[config.mk]
export PLATFORM = sky130hd
export DESIGN_NAME = pet_needs_core
export DESIGN_NICKNAME = d
export VERILOG_FILES = /design/src/rtl/pet_needs_core.sv
export SDC_FILE = /design/constraint.sdc
export NUM_CORES = 1
export LEC_CHECK = 0
export BUFFER_PORTS_ARGS = -buffer_cell sky130_fd_sc_hd__buf_4
export CORE_ASPECT_RATIO = 0.75
export CORE_UTILIZATION = 40
export DETAILED_ROUTE_END_ITERATION = 12
export GPL_TIMING_DRIVEN = 0
export PLACE_DENSITY = 0.69
export SYNTH_ARGS = -nofsm -noshare
export SYNTH_HDL_FRONTEND = slang
export SYNTH_SLANG_ARGS = --single-unit
[constraint.sdc]
create_clock -name clk -period 2.5 [get_ports clk]
set_clock_uncertainty 0.15 [all_clocks]
set_input_delay 0.125 -clock clk [delete_from_list [all_inputs] [get_ports clk]]
set_output_delay 0.125 -clock clk [all_outputs]
set_load 0.01 [all_outputs]
[src/rtl/pet_needs_core.sv]
// rtl/pet_needs_core.sv - pet needs engine: decaying stat channels, refill events, health FSM
// Optional revive from DEAD (all evt bits rising together) enabled by PET_REVIVE_EN.
module pet_needs_core #(
    parameter int NUM_STATS   = 3,
    parameter int STAT_W      = 3,
    parameter int TICK_DIV    = 50000000,
    parameter int TEST_SHIFT  = 4,
    parameter int DECAY_TICKS = 8,
    parameter int REFILL      = 3,
    parameter int LOW_TH      = 2,
    parameter int DEATH_TICKS = 16,
    parameter int ENV_IDX     = 0
) (
    input  logic                        clk,
    input  logic                        reset,
    input  logic                        test,
    input  logic                        env_bad,
    input  logic [NUM_STATS-1:0]        evt,
    output logic [NUM_STATS*STAT_W-1:0] stats,
    output logic [2:0]                  status,
    output logic [2:0]                  need_idx,
    output logic                        dead,
    output logic                        tick
);
    localparam int STAT_MAX   = (1 << STAT_W) - 1;
    localparam int EXT_W      = STAT_W + 2;
    localparam int DC_W       = $clog2(DECAY_TICKS + 1);
    localparam int DT_W       = $clog2(DEATH_TICKS + 1);
    localparam int P_TEST_RAW = TICK_DIV >> TEST_SHIFT;

    localparam logic [31:0]       P_NORM_LAST = 32'(TICK_DIV - 1);
    localparam logic [31:0]       P_TEST_LAST = 32'(((P_TEST_RAW < 1) ? 1 : P_TEST_RAW) - 1);
    localparam logic [EXT_W-1:0]  MAX_EXT     = EXT_W'(STAT_MAX);
    localparam logic [EXT_W-1:0]  REFILL_EXT  = EXT_W'(REFILL);
    localparam logic [STAT_W-1:0] LOW_V       = STAT_W'(LOW_TH);
    localparam logic [STAT_W-1:0] HALF_V      = STAT_W'(STAT_MAX >> 1);
    localparam logic [STAT_W-1:0] MAX_V       = STAT_W'(STAT_MAX);
    localparam logic [DC_W-1:0]   DC_LAST     = DC_W'(DECAY_TICKS - 1);
    localparam logic [DT_W-1:0]   DT_LAST     = DT_W'(DEATH_TICKS - 1);

    typedef enum logic [2:0] {
        ST_OK   = 3'd0,
        ST_NEED = 3'd1,
        ST_CRIT = 3'd2,
        ST_DEAD = 3'd7
    } state_t;

    state_t                        state, state_nxt;
    logic [31:0]                   pre_cnt;
    logic [31:0]                   pre_last;
    logic                          test_q;
    logic [NUM_STATS-1:0]          evt_q;
    logic [NUM_STATS-1:0]          rise;
    logic [DC_W-1:0]               dcnt [NUM_STATS];
    logic [DT_W-1:0]               death_cnt, death_nxt;
    logic [NUM_STATS*STAT_W-1:0]   stats_nxt;
    logic                          any_low, any_zero;
    logic [2:0]                    low_idx;
    logic                          revive;

    assign pre_last = test ? P_TEST_LAST : P_NORM_LAST;
    assign rise     = evt & ~evt_q;
    assign status   = state;
    assign dead     = (state == ST_DEAD);

`ifdef PET_REVIVE_EN
    assign revive = (state == ST_DEAD) && (&rise);
`else
    assign revive = 1'b0;
`endif

    // A flip of test restarts the period so the new rate takes effect cleanly.
    always_ff @(posedge clk) begin
        if (reset) begin
            pre_cnt <= '0;
            tick    <= 1'b0;
            test_q  <= 1'b0;
        end else begin
            test_q <= test;
            if (test != test_q) begin
                pre_cnt <= '0;
                tick    <= 1'b0;
            end else if (pre_cnt >= pre_last) begin
                pre_cnt <= '0;
                tick    <= 1'b1;
            end else begin
                pre_cnt <= pre_cnt + 32'd1;
                tick    <= 1'b0;
            end
        end
    end

    // Refill saturates at max first, then the decrement floors at zero.
    always_comb begin : next_stats
        logic [EXT_W-1:0] sum;
        logic [EXT_W-1:0] dec;
        sum       = '0;
        dec       = '0;
        stats_nxt = stats;
        for (int i = 0; i < NUM_STATS; i++) begin
            sum = {2'b00, stats[i*STAT_W +: STAT_W]} + (rise[i] ? REFILL_EXT : '0);
            if (sum > MAX_EXT) sum = MAX_EXT;
            dec = '0;
            if (tick && dcnt[i] == DC_LAST)
                dec = (env_bad && i == ENV_IDX) ? EXT_W'(2) : EXT_W'(1);
            stats_nxt[i*STAT_W +: STAT_W] = (sum < dec) ? '0 : STAT_W'(sum - dec);
        end
    end

    always_ff @(posedge clk) begin
        if (reset) begin
            evt_q <= '0;
            stats <= {NUM_STATS{MAX_V}};
            for (int i = 0; i < NUM_STATS; i++) dcnt[i] <= '0;
        end else begin
            evt_q <= evt;
            if (revive) begin
                stats <= {NUM_STATS{HALF_V}};
            end else if (state != ST_DEAD) begin
                stats <= stats_nxt;
                for (int i = 0; i < NUM_STATS; i++)
                    if (tick) dcnt[i] <= (dcnt[i] == DC_LAST) ? '0 : dcnt[i] + 1'b1;
            end
        end
    end

    always_comb begin : scan
        logic [STAT_W-1:0] v;
        v        = '0;
        any_low  = 1'b0;
        any_zero = 1'b0;
        low_idx  = 3'd0;
        for (int i = NUM_STATS - 1; i >= 0; i--) begin
            v = stats[i*STAT_W +: STAT_W];
            if (v < LOW_V) begin
                any_low = 1'b1;
                low_idx = 3'(i);
            end
            if (v == '0) any_zero = 1'b1;
        end
    end

    always_comb begin
        state_nxt = state;
        death_nxt = death_cnt;
        if (state == ST_DEAD) begin
            if (revive) begin
                state_nxt = ST_OK;
                death_nxt = '0;
            end
        end else begin
            if (any_zero)     state_nxt = ST_CRIT;
            else if (any_low) state_nxt = ST_NEED;
            else              state_nxt = ST_OK;
            if (state == ST_CRIT && any_zero) begin
                if (tick) begin
                    if (death_cnt == DT_LAST) begin
                        state_nxt = ST_DEAD;
                        death_nxt = '0;
                    end else begin
                        death_nxt = death_cnt + 1'b1;
                    end
                end
            end else begin
                death_nxt = '0;
            end
        end
    end

    always_ff @(posedge clk) begin
        if (reset) begin
            state     <= ST_OK;
            death_cnt <= '0;
            need_idx  <= 3'd0;
        end else begin
            state     <= state_nxt;
            death_cnt <= death_nxt;
            need_idx  <= low_idx;
        end
    end
endmodule

; ---- After elaboration in Yosys (flattened, before gate mapping)
; Memories as Yosys holds them, arrays and structs flattened.
; Cells that the tools add are included.
[totals]
regBits = 56
mem_bits_rw = 12
in_bits = 7
out_inout_bits = 17
memories = 1
[mem_list]
columns = name, words, width, rd, rd_clocked_by_memory_dff, wr, line
row1 = dcnt, 3, 4, 3, 0, 3, 54  ; logic [DC_W-1:0] dcnt [NUM_STATS];
[op_classes]
addsub = 11
magnitude_cmp = 10
eq_ne = 9
n_mux = 43
n_bitwise = 6
reduce_logical = 12
[ops]
columns = cell, count
row1 = two-way mux 4 bit, 9
row2 = adder 32 x 1 -> 32 bit (second input constant), 1
row3 = greater-or-equal comparator 32 x 26 -> 1 bit, 1
row4 = two-way mux 26 bit, 1
row5 = two-way mux 3 bit, 6
row6 = two-way mux 1 bit, 17
row7 = two-way mux 5 bit, 3
row8 = two-way mux 2 bit, 7
row9 = adder 3 x 2 -> 4 bit, 3
row10 = adder 4 x 1 -> 4 bit (second input constant), 3
row11 = equality test 4 x 3 -> 1 bit (second input constant), 3
row12 = > comparator 4 x 3 -> 1 bit (second input constant), 3
row13 = logical NOT 3 bit, 3
row14 = < comparator 3 x 2 -> 1 bit (second input constant), 3
row15 = subtractor 3 bit, 3
row16 = < comparator 4 x 1 -> 1 bit, 2
row17 = OR reduction 3 bit, 2
row18 = adder 5 x 1 -> 5 bit (second input constant), 1
row19 = equality test 5 x 4 -> 1 bit (second input constant), 1
row20 = logical AND 1 bit, 4
row21 = < comparator 4 x 2 -> 1 bit, 1
row22 = OR reduction 2 bit, 2
row23 = AND 3 bit, 1
row24 = equality test 3 x 2 -> 1 bit (second input constant), 1
row25 = 8 further kinds, 10

; ---- Longest topological paths before layout
[logic_depth]
ltp_word = 9
depth_mapped = 9
depth_no_buf = 9

; ---- Worst setup path before layout
; OpenSTA, ideal clock, no wires.
[synth_path]
path_kind = flip-flop to flip-flop
start = reg pre_cnt[23]
end = reg pre_cnt[10]
setup_time_ns = 0.134
t_arrival_ns = 2.237
path_slack_ns = -0.020
path_stages_with_launch = 8
period_less_slack_ns = 2.520
cell_sequence = dfxtp_1 ha_1 nand3_1 or4_4 or4_4 o22ai_4 buf_4 nor4_1
[synth_via]
elab_chain_cells = 2
[synth_rtl]
columns = element, line
row1 = "start, declared", 49  ; logic [31:0] pre_cnt;
row2 = "start signal, assigned", 87  ; pre_cnt <= pre_cnt + 32'd1;
row3 = greater-or-equal comparator 32 x 26 -> 1 bit, 83  ; end else if (pre_cnt >= pre_last) begin
row4 = OR reduction 3 bit (no source line), --
; No other way between the ends.
; A chain may end at the register's enable or synchronous reset.

; ---- Worst setup path in the final report
[layout_path]
start = reg pre_cnt[16]
end = reg pre_cnt[20]
[layout_via]
elab_chain_cells = 2
word_cells_on_any_way = 3
classes_between = 1 x add/sub / 1 x order compare / 1 x reduce/logical
[layout_rtl]
columns = element, line
row1 = greater-or-equal comparator 32 x 26 -> 1 bit, 83
row2 = OR reduction 3 bit (no source line), --
; Several ways; a longest one is shown, not always the timed one.

==> results <==
- The dominant combinational cell family by area after synthesis is simple AND/OR/NAND/NOR gates.
- The fraction of final layout cells sized beyond drive strength 1 is ~15%.
- The analysis attributes to cell leakage a power of 1.64 nW.
- The post-detailed-route DRC marker count is 1.
- The final hold violation count is 0.
- The wire-length estimate of the detail-placed layout is 5570 um.
- The number of clock sinks is 68.
- The top cell type by total area after synthesis is dfxtp_1.
- The clock passes through at most 2 buffers.
- The post-detailed-route wirelength per cell is 15.1 um.
- The final reports fail on design-rule violations.
- The worst-skew pair later-pin latency is 320 ps.
- The beginning of the worst hold path is reset.
- The total length of routed wires is 8350 um.
- The core area is between 8000 and 9000 um2.
- IR analysis of the VDD net gives a maximum drop of ~0.32 mV.
- The power density over the cells is about 640 nW/um2.
- The first-pass GRT wire length is between 10,000 and 15,000 um.
- The total number of vias is a little over 3,000.
- The worst setup path startpoint is pre_cnt[16].
- The post-detailed-placement cell area is between 3000 and 4000 um2.
- In this run the tightest slew margin relative to its limit is about three fifths.
- The transition time at the pin with the least slew margin is slightly below 600 ps.
- The number of enable-type register cells in the synthesized netlist is 12.
- The top-area cell type share of the netlist area is a little under a third.
- TritonCTS built the clock tree.
- The tool flagged a number of max-cap violations equal to 0.
- After the last flow step, the layout net total stands at 484.
- The worst reg-to-reg setup slack is between 60 and 70 ps.
- The cell sitting at the root of the clock tree is a clkbuf_16.
- The type of the setup path with the least slack is flop to flop.
- The area fraction in compound gates after synthesis is approximately a tenth.
- Summing the areas of all fa, ha and maj instances in the mapped netlist gives roughly an eighth of the synthesized area.
- Summing the areas of all xor and xnor instances in the mapped netlist gives between 7 and 8% of the synthesized area.
- The number of DRC markers in iteration 0 is 160.
- Global routing used 18.6% of the available tracks across all layers.
- The path type of the worst min-delay path is input port to flop.
- The reg-to-reg endpoint is pre_cnt[20].
- Pin placement for this block handled 24 I/O pins.
- The routed design could run at a clock period as short as roughly 2400 ps.
- Following the worst setup path forward leads to its endpoint at pre_cnt[20].
- The average instance in the mapped netlist occupies slightly above 9 um2.
- In this run the core area contains 29 standard-cell rows.
- The first TritonRoute pass finished after 8 iterations.
- Measured in cells, the most critical reg-to-reg path has a length of 7.
- The flip-flop cell with the highest count after synthesis is dfxtp_1.
- The portion of the clock cycle consumed by the worst path in the final layout is between 90% and 100%.
- The simple-gate portion of the synthesized area is between 20 and 25%.
- Clock-pin slew was measured on the worst setup and hold paths at roughly 50 ps.
- After synthesis, the share of cell area in mux cells is less than 1%.
- The run finished, with violations left.
- Relative to the synthesized area, the layout overhead comes to 24.0%.
- The die is roughly 110 um wide.
- Synthesis instantiated 47 different standard cells from the library.
- The required time of the critical path is around 2500 ps.
- The height of the chip is 84.4 um.
- The beginning of the worst register-to-register path is pre_cnt[16].
- The number of port buffers is 21.
- The filler cell count is 772.
- The area of all placed cells without fillers is approximately 4500 um2.
- After synthesis, the cell types taking the most area are dfxtp_1, ha_1, edfxtp_1, xnor2_1, nor4_1.
- The number of antenna violations at the first check in global routing is 0.
- At the end of routability-driven placement, the weighted congestion stood at roughly 0.84.
- The post-synthesis async set-or-reset flop share is 0%.
- The element type at the critical path end is a flop.
- The netlist area before placement is around 3600 um2.
- The number of synthesized register bits is 68.
- The final-report max-slew violation count is 0.
- Setup violations remaining at the end of the flow were counted as 0.
- The Yosys warning count is 0.
- TritonCTS created 9 clock buffers.
- The achievable clock frequency is 0.410 GHz.
- Synthesis produced a netlist whose cell count is a little under 400.
- Leaving out fill and tap cells, the most frequent cell in the layout is dfxtp_1.
- STA puts the critical path data arrival time at approximately 2500 ps.
- The die outline area is 9440 um2.
- After synthesis, flip-flops and latches occupy between 40% and 50% of the total area.
- The library cells used most frequently in the layout, excluding fill and tap cells, are dfxtp_1, nor4_1, nor2_1, buf_4.
- The total grt overflow is 0.
- The highest fanout seen on the critical path is 6.
- The kind of launch point of the worst setup path is a flop.
- The H-tree was split into 3 levels.
- Entering global routing, the biggest net connects 13 pins.
- The initial utilization of the core area, before any placement, comes to a little over two fifths.
- The number of global-route vias before repair is ~3,000.
- After detailed routing, the number of vias per cell comes to between 5 and 6.
- Overall power consumption after layout is estimated at 2.88 mW.
- The number of antenna diodes in the final layout is 0.
- The detail route stage leaves a number of antenna-violating nets equal to 0.
==> report_power, final <==
| group | total (mW) | switching [mW] | leakage [nW] | internal (mW) |
|---|---|---|---|---|
| clock | 1.35 | 0.457 | 0.158 | 0.890 |
| combinational | 0.314 | 0.175 | 0.894 | 0.139 |
| sequential | 1.22 | 0.0528 | 0.587 | 1.17 |
==> area by class of cell <==
cell class                 count  area [um2]  area share [%]
timing repair buffer          33         267            5.93
buffer                        15        76.3            1.70
tap                          108         135            3.01
multi-input combinational    298        2140            47.6
sequential                    68        1490            33.2
inverter                      16        60.1            1.34
clock buffer                  14         285            6.35
clock inverter                 2        38.8           0.864
==> cell families (layout without fill, tap and decap cells) <==
group                    Yosys count  in the layout
other                              1              6
buffers and inverters             31             80
flip-flops                        68             68
AND/OR/NAND/NOR                  169            169
AO/OA/AOI/OAI                     57             57
XOR/XNOR                          29             29
adder cells (fa/ha/maj)           36             36
multiplexers                       1              1
==> synth_stat cells (2+ instances only) <==
master / instances
dfxtp_1: 56
nor2_1: 28
o31ai_1: 8
clkbuf_1: 12
or4_1: 3
a21o_1: 4
xnor2_1: 24
and3b_1: 2
fa_1: 4
and3_1: 2
o21ai_0: 5
nor3_1: 27
ha_1: 32
or2_2: 2
nor3b_1: 3
xor2_1: 5
a21oi_1: 25
and2_1: 4
inv_1: 14
or4_4: 2
nand3_1: 24
nand2_1: 25
buf_4: 2
nor4_1: 30
nor2b_1: 6
clkinv_1: 2
a31oi_1: 4
o311ai_0: 2
nand4_1: 6
edfxtp_1: 12
==> sequential cells by signal, indices dropped and copies added, names as in the netlist <==
register,count
death_cnt,5
test_q,1
pre_cnt,32
stats,9
tick,1
need_idx,2
evt_q,3
status,3
dcnt,12
==> metal layers <==
layer | GRT usage [%] | routed length [um] | vias to the layer above
met5 | 0 | 0 | -
met4 | 6.27 | 93 | 0
met3 | 4.19 | 237 | 8
met2 | 29.7 | 3800 | 36
met1 | 24.9 | 4220 | 1445
li1 | - | - | 1535
==> worst max-delay path: stages (launching register included) <==
cell	delay, ps
dfxtp_4	350
ha_1	280
clkinv_1	50
or4_4	540
or4_4	440
o22ai_4	250
buf_6	180
nor4_1	60
==> metrics by stage <==
step                      setup slack (ps)  TNS [ps]  std cells  util [%]  hold WS [ps]
final                                 63.2         0        554      52.0          56.0
after global routing                 -2.28     -3.78        554      52.0          93.5
after CTS                             5.99         0        552      51.0          53.0
after detailed placement              -626    -13190        526      45.6           205
after global placement                -453    -10190        526      45.6           193
after floorplan                       7.85         0        397         -           103
==> how the worst min path moves through the flow <==
stage | to | cells past startpoint
floorplan | evt_q[0] | 1
global placement | evt_q[2] | 2
detailed placement | evt_q[2] | 2
CTS | evt_q[2] | 2
global route | evt_q[2] | 2
finish | evt_q[2] | 2
==> what timing repair did <==
item,4_1_cts,5_1_grt
buffers inserted,5,2
gates resized for setup,15,12
hold buffers,3,0
endpoints found under the setup margin,28,29
pin swaps,3,2
gates cloned,2,0
endpoints found under the hold margin,3,0
(Power assumes the default switching activity.)
